## src/rtl/sti_seq_ctrl_pkg.sv

```systemverilog
// sti_ctrl_pkg: shared types and helpers for the STI sequencer.
package sti_ctrl_pkg;
    typedef enum logic [1:0] {IDLE, LOAD, WAIT, SHIFT} state_t;
    localparam logic [1:0] LEN_8  = 2'b00;
    localparam logic [1:0] LEN_16 = 2'b01;
    localparam logic [1:0] LEN_24 = 2'b10;
    localparam logic [1:0] LEN_32 = 2'b11;
    typedef struct packed {
        logic [15:0] data;
        logic [1:0]  length;
        logic        fill;
        logic        msb;
        logic        low;
        logic        last;
    } cmd_t;
    function automatic logic [5:0] nbits(input logic [1:0] len);
        return {1'b0, len, 3'b000} + 6'd8;
    endfunction
endpackage

```

## src/rtl/sti_seq_ctrl_if.sv

```systemverilog
// sti_seq_ctrl_if: valid/ready command channel from the requester to the sequencer.
interface sti_seq_ctrl_if;
    logic        valid;
    logic        ready;
    logic [15:0] data;
    logic [1:0]  length;
    logic        fill;
    logic        msb;
    logic        low;
    logic        last;
    modport master (output valid, data, length, fill, msb, low, last, input ready);
    modport slave  (input valid, data, length, fill, msb, low, last, output ready);
endinterface

```

## src/rtl/sti_seq_ctrl_fifo.sv

```systemverilog
// sti_cmd_fifo: synchronous command FIFO, extra pointer MSB distinguishes full from empty.
module sti_cmd_fifo
    import sti_ctrl_pkg::*;
#(
    parameter int DEPTH = 4
) (
    input  logic clk,
    input  logic rst_n,
    input  logic push,
    input  logic pop,
    input  cmd_t din,
    output cmd_t dout,
    output logic full,
    output logic empty
);
    localparam int AW = $clog2(DEPTH);
    cmd_t        mem [DEPTH];
    logic [AW:0] wp, rp;
    assign empty = wp == rp;
    assign full  = (wp[AW] != rp[AW]) && (wp[AW-1:0] == rp[AW-1:0]);
    assign dout  = mem[rp[AW-1:0]];
    always_ff @(posedge clk or negedge rst_n) begin
        if (!rst_n) begin
            wp <= '0;
            rp <= '0;
        end else begin
            if (push && !full) wp <= wp + (AW+1)'(1);
            if (pop && !empty) rp <= rp + (AW+1)'(1);
        end
    end
    always_ff @(posedge clk) begin
        if (push && !full) mem[wp[AW-1:0]] <= din;
    end
endmodule

```

## src/rtl/sti_seq_ctrl.sv

```systemverilog
// sti_seq_ctrl: buffers words and paces load strobes into the STI serializer.
// STI_SEQ_CHK_EN adds a sticky proto_err output checking so_valid against the FSM.
module sti_seq_ctrl
    import sti_ctrl_pkg::*;
#(
    parameter int FIFO_DEPTH = 4
) (
    input  logic          clk,
    input  logic          rst_n,
    sti_seq_ctrl_if.slave cmd,
    output logic          load,
    output logic [15:0]   pi_data,
    output logic [1:0]    pi_length,
    output logic          pi_fill,
    output logic          pi_msb,
    output logic          pi_low,
    output logic          pi_end,
    input  logic          so_valid,
    output logic          busy,
    output logic          done
`ifdef STI_SEQ_CHK_EN
    ,
    output logic          proto_err
`endif
);
    state_t     state, nxt;
    cmd_t       din, head, hold;
    logic       full, empty, push, pop, last_in, end_seen, shift_end;
    logic [5:0] bitcnt;
    assign cmd.ready = !full && !pi_end;
    // Once the final word has been accepted, later handshakes complete but are discarded.
    assign push      = cmd.valid && cmd.ready && !last_in;
    assign shift_end = state == SHIFT && bitcnt == 6'd0;
    assign pop       = !empty && !pi_end && (state == IDLE || shift_end);
    assign din       = '{data: cmd.data, length: cmd.length, fill: cmd.fill,
                         msb: cmd.msb, low: cmd.low, last: cmd.last};
    sti_cmd_fifo #(.DEPTH(FIFO_DEPTH)) u_fifo (
        .clk   (clk),
        .rst_n (rst_n),
        .push  (push),
        .pop   (pop),
        .din   (din),
        .dout  (head),
        .full  (full),
        .empty (empty)
    );
    always_ff @(posedge clk or negedge rst_n) begin
        if (!rst_n) state <= IDLE;
        else        state <= nxt;
    end
    always_comb begin
        nxt = pop                               ? LOAD  :
              state == LOAD                     ? WAIT  :
              state == WAIT                     ? SHIFT :
              (state == SHIFT && !shift_end)    ? SHIFT : IDLE;
    end
    always_comb begin
        load = state == LOAD;
        busy = state != IDLE;
    end
    always_ff @(posedge clk or negedge rst_n) begin
        if (!rst_n) begin
            hold     <= '0;
            bitcnt   <= '0;
            last_in  <= 1'b0;
            end_seen <= 1'b0;
            pi_end   <= 1'b0;
        end else begin
            if (pop) hold <= head;
            if (state == WAIT)       bitcnt <= nbits(hold.length) - 6'd1;
            else if (state == SHIFT) bitcnt <= bitcnt - 6'd1;
            if (cmd.valid && cmd.ready && cmd.last) last_in <= 1'b1;
            if (shift_end && hold.last) end_seen <= 1'b1;
            if (state == IDLE && end_seen && empty) pi_end <= 1'b1;
        end
    end
    assign pi_data   = hold.data;
    assign pi_length = hold.length;
    assign pi_fill   = hold.fill;
    assign pi_msb    = hold.msb;
    assign pi_low    = hold.low;
    assign done      = pi_end;
`ifdef STI_SEQ_CHK_EN
    always_ff @(posedge clk or negedge rst_n) begin
        if (!rst_n) proto_err <= 1'b0;
        else if ((state == SHIFT && !so_valid) || (state != SHIFT && so_valid && !pi_end))
            proto_err <= 1'b1;
    end
`else
    logic so_valid_unused;
    assign so_valid_unused = so_valid;
`endif
endmodule

```

## src/flat_wrapper.sv

```systemverilog
// flat-port wrapper written by rule: the top's interface ports become plain ports
module sti_seq_ctrl_flat import sti_ctrl_pkg::*;
#(
    parameter int FIFO_DEPTH = 4
)
  (clk, rst_n, load, pi_data, pi_length, pi_fill, pi_msb, pi_low, pi_end, so_valid, busy, done, cmd_valid, cmd_data, cmd_length, cmd_fill, cmd_msb, cmd_low, cmd_last, cmd_ready);
  sti_seq_ctrl_if cmd_i ();
  input  logic clk;
  input  logic rst_n;
  output logic load;
  output logic [15:0] pi_data;
  output logic [1:0] pi_length;
  output logic pi_fill;
  output logic pi_msb;
  output logic pi_low;
  output logic pi_end;
  input  logic so_valid;
  output logic busy;
  output logic done;
  input wire logic [$bits(cmd_i.valid)-1:0] cmd_valid;
  input wire logic [$bits(cmd_i.data)-1:0] cmd_data;
  input wire logic [$bits(cmd_i.length)-1:0] cmd_length;
  input wire logic [$bits(cmd_i.fill)-1:0] cmd_fill;
  input wire logic [$bits(cmd_i.msb)-1:0] cmd_msb;
  input wire logic [$bits(cmd_i.low)-1:0] cmd_low;
  input wire logic [$bits(cmd_i.last)-1:0] cmd_last;
  output wire logic [$bits(cmd_i.ready)-1:0] cmd_ready;
  assign cmd_i.valid = cmd_valid;
  assign cmd_i.data = cmd_data;
  assign cmd_i.length = cmd_length;
  assign cmd_i.fill = cmd_fill;
  assign cmd_i.msb = cmd_msb;
  assign cmd_i.low = cmd_low;
  assign cmd_i.last = cmd_last;
  assign cmd_ready = cmd_i.ready;
  sti_seq_ctrl #(.FIFO_DEPTH(FIFO_DEPTH)) u_core (.clk(clk), .rst_n(rst_n), .cmd(cmd_i), .load(load), .pi_data(pi_data), .pi_length(pi_length), .pi_fill(pi_fill), .pi_msb(pi_msb), .pi_low(pi_low), .pi_end(pi_end), .so_valid(so_valid), .busy(busy), .done(done));
endmodule
```

## config.mk

```make
export PLATFORM = sky130hd
export DESIGN_NAME = sti_seq_ctrl_flat
export DESIGN_NICKNAME = d
export VERILOG_FILES = /design/src/rtl/sti_seq_ctrl_pkg.sv /design/src/rtl/sti_seq_ctrl_if.sv /design/src/rtl/sti_seq_ctrl_fifo.sv /design/src/rtl/sti_seq_ctrl.sv /design/src/flat_wrapper.sv
export SDC_FILE = /design/constraint.sdc
export NUM_CORES = 1
export LEC_CHECK = 0
export ABC_AREA = 1
export BUFFER_PORTS_ARGS = -buffer_cell sky130_fd_sc_hd__buf_2
export CAP_MARGIN = 20
export CORE_MARGIN = 5
export CORE_UTILIZATION = 45
export CTS_CLUSTER_SIZE = 28
export DETAILED_ROUTE_END_ITERATION = 16
export GPL_TIMING_DRIVEN = 0
export PLACE_DENSITY = 0.64
export SLEW_MARGIN = 40
export SYNTH_ARGS = -nofsm -noshare
export SYNTH_HDL_FRONTEND = slang
export SYNTH_SLANG_ARGS = --single-unit
```

## constraint.sdc

```tcl
create_clock -name clk -period 2.8 [get_ports clk]
set_input_delay 0.56 -clock clk [delete_from_list [all_inputs] [get_ports clk]]
set_output_delay 0.56 -clock clk [all_outputs]
set_load 0.05 [all_outputs]
```

==> out/qor.csv <==
stage,metric,value,unit
clock_network,Max clock buf depth,2,
clock_network,TritonCTS Buffers,17,
placement,Post-DP HPWL,7400,µm
synthesis,Synth Instances,461,
grt,first-pass GRT wire length,17600,µm
synthesis,Area contributors post-synth,"edfxtp_1 50%, dfrtp_1 18%, nand2_1 5.2%",
synthesis,syn_nets,493,
synthesis,Synth area leader,edfxtp_1,
die,Die Width,119,µm
layout,final core utilization,0.562,
synthesis,post-synth top area share,0.497,
synthesis,yosys warns,0,
sta,Max Fclk,0.440,GHz
power,Power Dens Cells,674,nW/µm²
die,die height,119,µm
synthesis,Compound-Gate Fraction of Synth Area,0.0754,
die,Ports,52,
synthesis,Synth Area in Simple Gates,0.155,
grt,initial antenna violation count,0,
sta,final setup fails,0,
routing,DR vias,3536,
synthesis,syn avg cell area,11.5,µm²
grt,grt ovf,0,
synthesis,number of synthesized flops with an enable pin,88,
layout,share of layout cells above drive strength 1,0.253,
clock_network,CTS H-tree lvls,4,
critical_path,CP Max Fanout,13,
sta,Setup WS post-layout,0.528,ns
clock_network,"Setup Fix Bufs, Post-CTS",0,
layout,nets,565,
die,Initial Util,0.461,
critical_path,Setup Crit Path Kind,reg2reg,
critical_path,reg2reg setup slack,0.53,ns
layout,n_diodes,0,
sta,final hold vios,0,
sta,worst-margin pin slew,0.586,ns
die,die area,14100,µm²
critical_path,Worst R2R Start,u_core.u_fifo.rp[1],
critical_path,Worst Path Arrival,2.39,ns
clock_network,Worst-Skew Late Latency,0.41,ns
placement,dpl cells,657,
placement,gpl congestion,0.760,
synthesis,library cells used by synthesis,29,
sta,Post-Route Skew,0.00680,ns
synthesis,post-synthesis adder-cell area fraction,0.0141,
die,Core Box Area,11500,µm²
grt,GRT Util Overall,0.164,
sta,min Tclk post-route,2.27,ns
synthesis,Synth top cells by count,"88 x edfxtp_1, 73 x nand2_1, 59 x nor2_1, 50 x o21ai_0, 39 x dfrtp_1",
placement,dpl ws,0.532,ns
power,leakage,2.82,nW
die,FP Rows,39,
clock_network,"Hold-fix buffers, CTS",0,
critical_path,"Data required, critical path",2.92,ns
routing,1st-iter DRT viols,262,
placement,IO Port Bufs,50,
sta,RSZ-0062 raised after global routing,false,
layout,count of non-filler cells in the finished layout,689,
layout,Synth-to-Final Area Change,21.9,%
status,status,completed,
grt,vias in the first global route,3456,
clock_network,"Clk pin slew, worst setup/hold paths",0.05,ns
synthesis,Synth Cell Area,5310,µm²
sta,Slew Limit Headroom,0.608,
routing,Avg WL per Cell,16.1,µm
synthesis,largest family of logic cells by synthesized area,simple AND/OR/NAND/NOR gates,
synthesis,Synth Register Bits,127,
clock_network,root buffer cell,clkbuf_16,
sta,Post-Route Setup TNS,0,ns
synthesis,Post-synth ARST share,0.307,
critical_path,critical path launch point type,flop,
clock_network,Sink Count,127,
clock_network,Post-CTS Resized,0,
hold_path,Hold Path Class,in2async,
power,Peak VDD IR,0.000349,V
routing,Routed Antenna Nets,0,
synthesis,ys flop type,edfxtp_1,
critical_path,Reg2Reg Depth,7,
clock_network,CTS tree,yes,
sta,fin crit share,0.811,
synthesis,post-synthesis mux area share,0,
critical_path,RR Endpoint,u_core.u_fifo.mem[0][12],
grt,largest net degree at the start of global routing,40,
synthesis,sequential area share after synthesis,0.681,
synthesis,Post-Synth XOR/XNOR Area,0.00330,
synthesis,most common cell in the netlist,edfxtp_1,
routing,drc violations,0,
routing,wire length after detailed routing,11100,µm
routing,Via density,5.13,
job,max cap viols,0,
sta,max-slew violations,0,
routing,DR pass1 iterations,6,
critical_path,CP Capture Type,flop,
[cells by family after synthesis]
| logic type | Yosys count |
|---|---|
| AND/OR/NAND/NOR | 185 |
| flip-flops | 127 |
| XOR/XNOR | 2 |
| AO/OA/AOI/OAI | 74 |
| buffers and inverters | 67 |
| adder cells (fa/ha/maj) | 6 |
[per-layer routing]
metal	track usage	up-vias	share of wire	wire length (µm)
met5	0	-	0	0
met4	0.0536	0	0.0077	85
met3	0.0564	6	0.072	797
met2	0.266	130	0.50	5520
met1	0.207	1691	0.42	4710
li1	-	1709	-	-
[flip-flops by register name, indices dropped and copies added (netlist names)]
signal,flops
u_core.pi_msb,1
u_core.hold,1
u_core.bitcnt,6
u_core.last_in,1
u_core.u_fifo.mem,88
u_core.state,2
u_core.done,1
u_core.end_seen,1
u_core.u_fifo.rp,3
u_core.pi_length,2
u_core.pi_fill,1
u_core.u_fifo.wp,3
u_core.pi_data,16
u_core.pi_low,1
[placed cells by master (no fill, tap or decap), types with 9 or more instances in the layout]
cell | Yosys | routed
dfrtp_1 | 39 | 39
nand2_2 | 14 | 14
buf_4 | 22 | 23
inv_1 | 23 | 22
edfxtp_1 | 88 | 88
o21ai_0 | 50 | 50
clkbuf_1 | 8 | 9
clkbuf_16 | 0 | 17
nor2_1 | 59 | 56
nand3_1 | 30 | 30
buf_2 | 3 | 52
nand2_1 | 73 | 73
o22ai_1 | 22 | 22
[worst max path at each step]
stage	slack, ns	depth (start not counted)	startpoint	endpoint
floorplan	0.45	6	u_core.u_fifo.rp[0]	u_core.u_fifo.mem[0][0]
global route	0.41	7	u_core.u_fifo.rp[1]	u_core.u_fifo.mem[1][12]
detailed placement	0.53	7	u_core.u_fifo.rp[0]	u_core.u_fifo.mem[0][16]
CTS	0.53	7	u_core.u_fifo.rp[0]	u_core.u_fifo.mem[0][12]
finish	0.53	7	u_core.u_fifo.rp[1]	u_core.u_fifo.mem[0][12]
global placement	-0.44	6	u_core.u_fifo.rp[0]	u_core.u_fifo.mem[0][14]
[power by group]
part           switching [mW]  total, mW  leakage [nW]  internal [mW]
Combinational          0.0294     0.0425          1.19         0.0131
Clock                   0.748       2.31         0.304           1.56
Sequential                  0       2.01          1.33           2.01
Total                   0.778       4.36          2.82           3.59
[critical path: stages (launching register included)]
cell and delay [ns]:
dfrtp_1 0.51, inv_2 0.11, nand2_2 0.09, nand2_2 0.05, nand3_1 0.13, nand4_1 0.38
nor2_4 0.49, buf_16 0.21
[cell type report]
type / count / area, µm²
buffer: 38 / 263
sequential: 127 / 3620
timing repair buffer: 53 / 335
clock buffer: 18 / 429
fill: 967 / 5040
multi-input combinational: 267 / 1340
inverter: 29 / 113
clock inverter: 14 / 196
tap: 143 / 179
[through the flow]
step	power, mW	hold WS [ns]	cell area, µm²
2_1_floorplan	2.05	0.264	5310
3_3_place_gp	2.09	0.460	5740
3_5_place_dp	2.09	0.461	5850
4_1_cts	4.39	0.141	6470
5_1_grt	4.49	0.159	6470
6_report	4.36	0.123	6470
(Power assumes the default switching activity.)
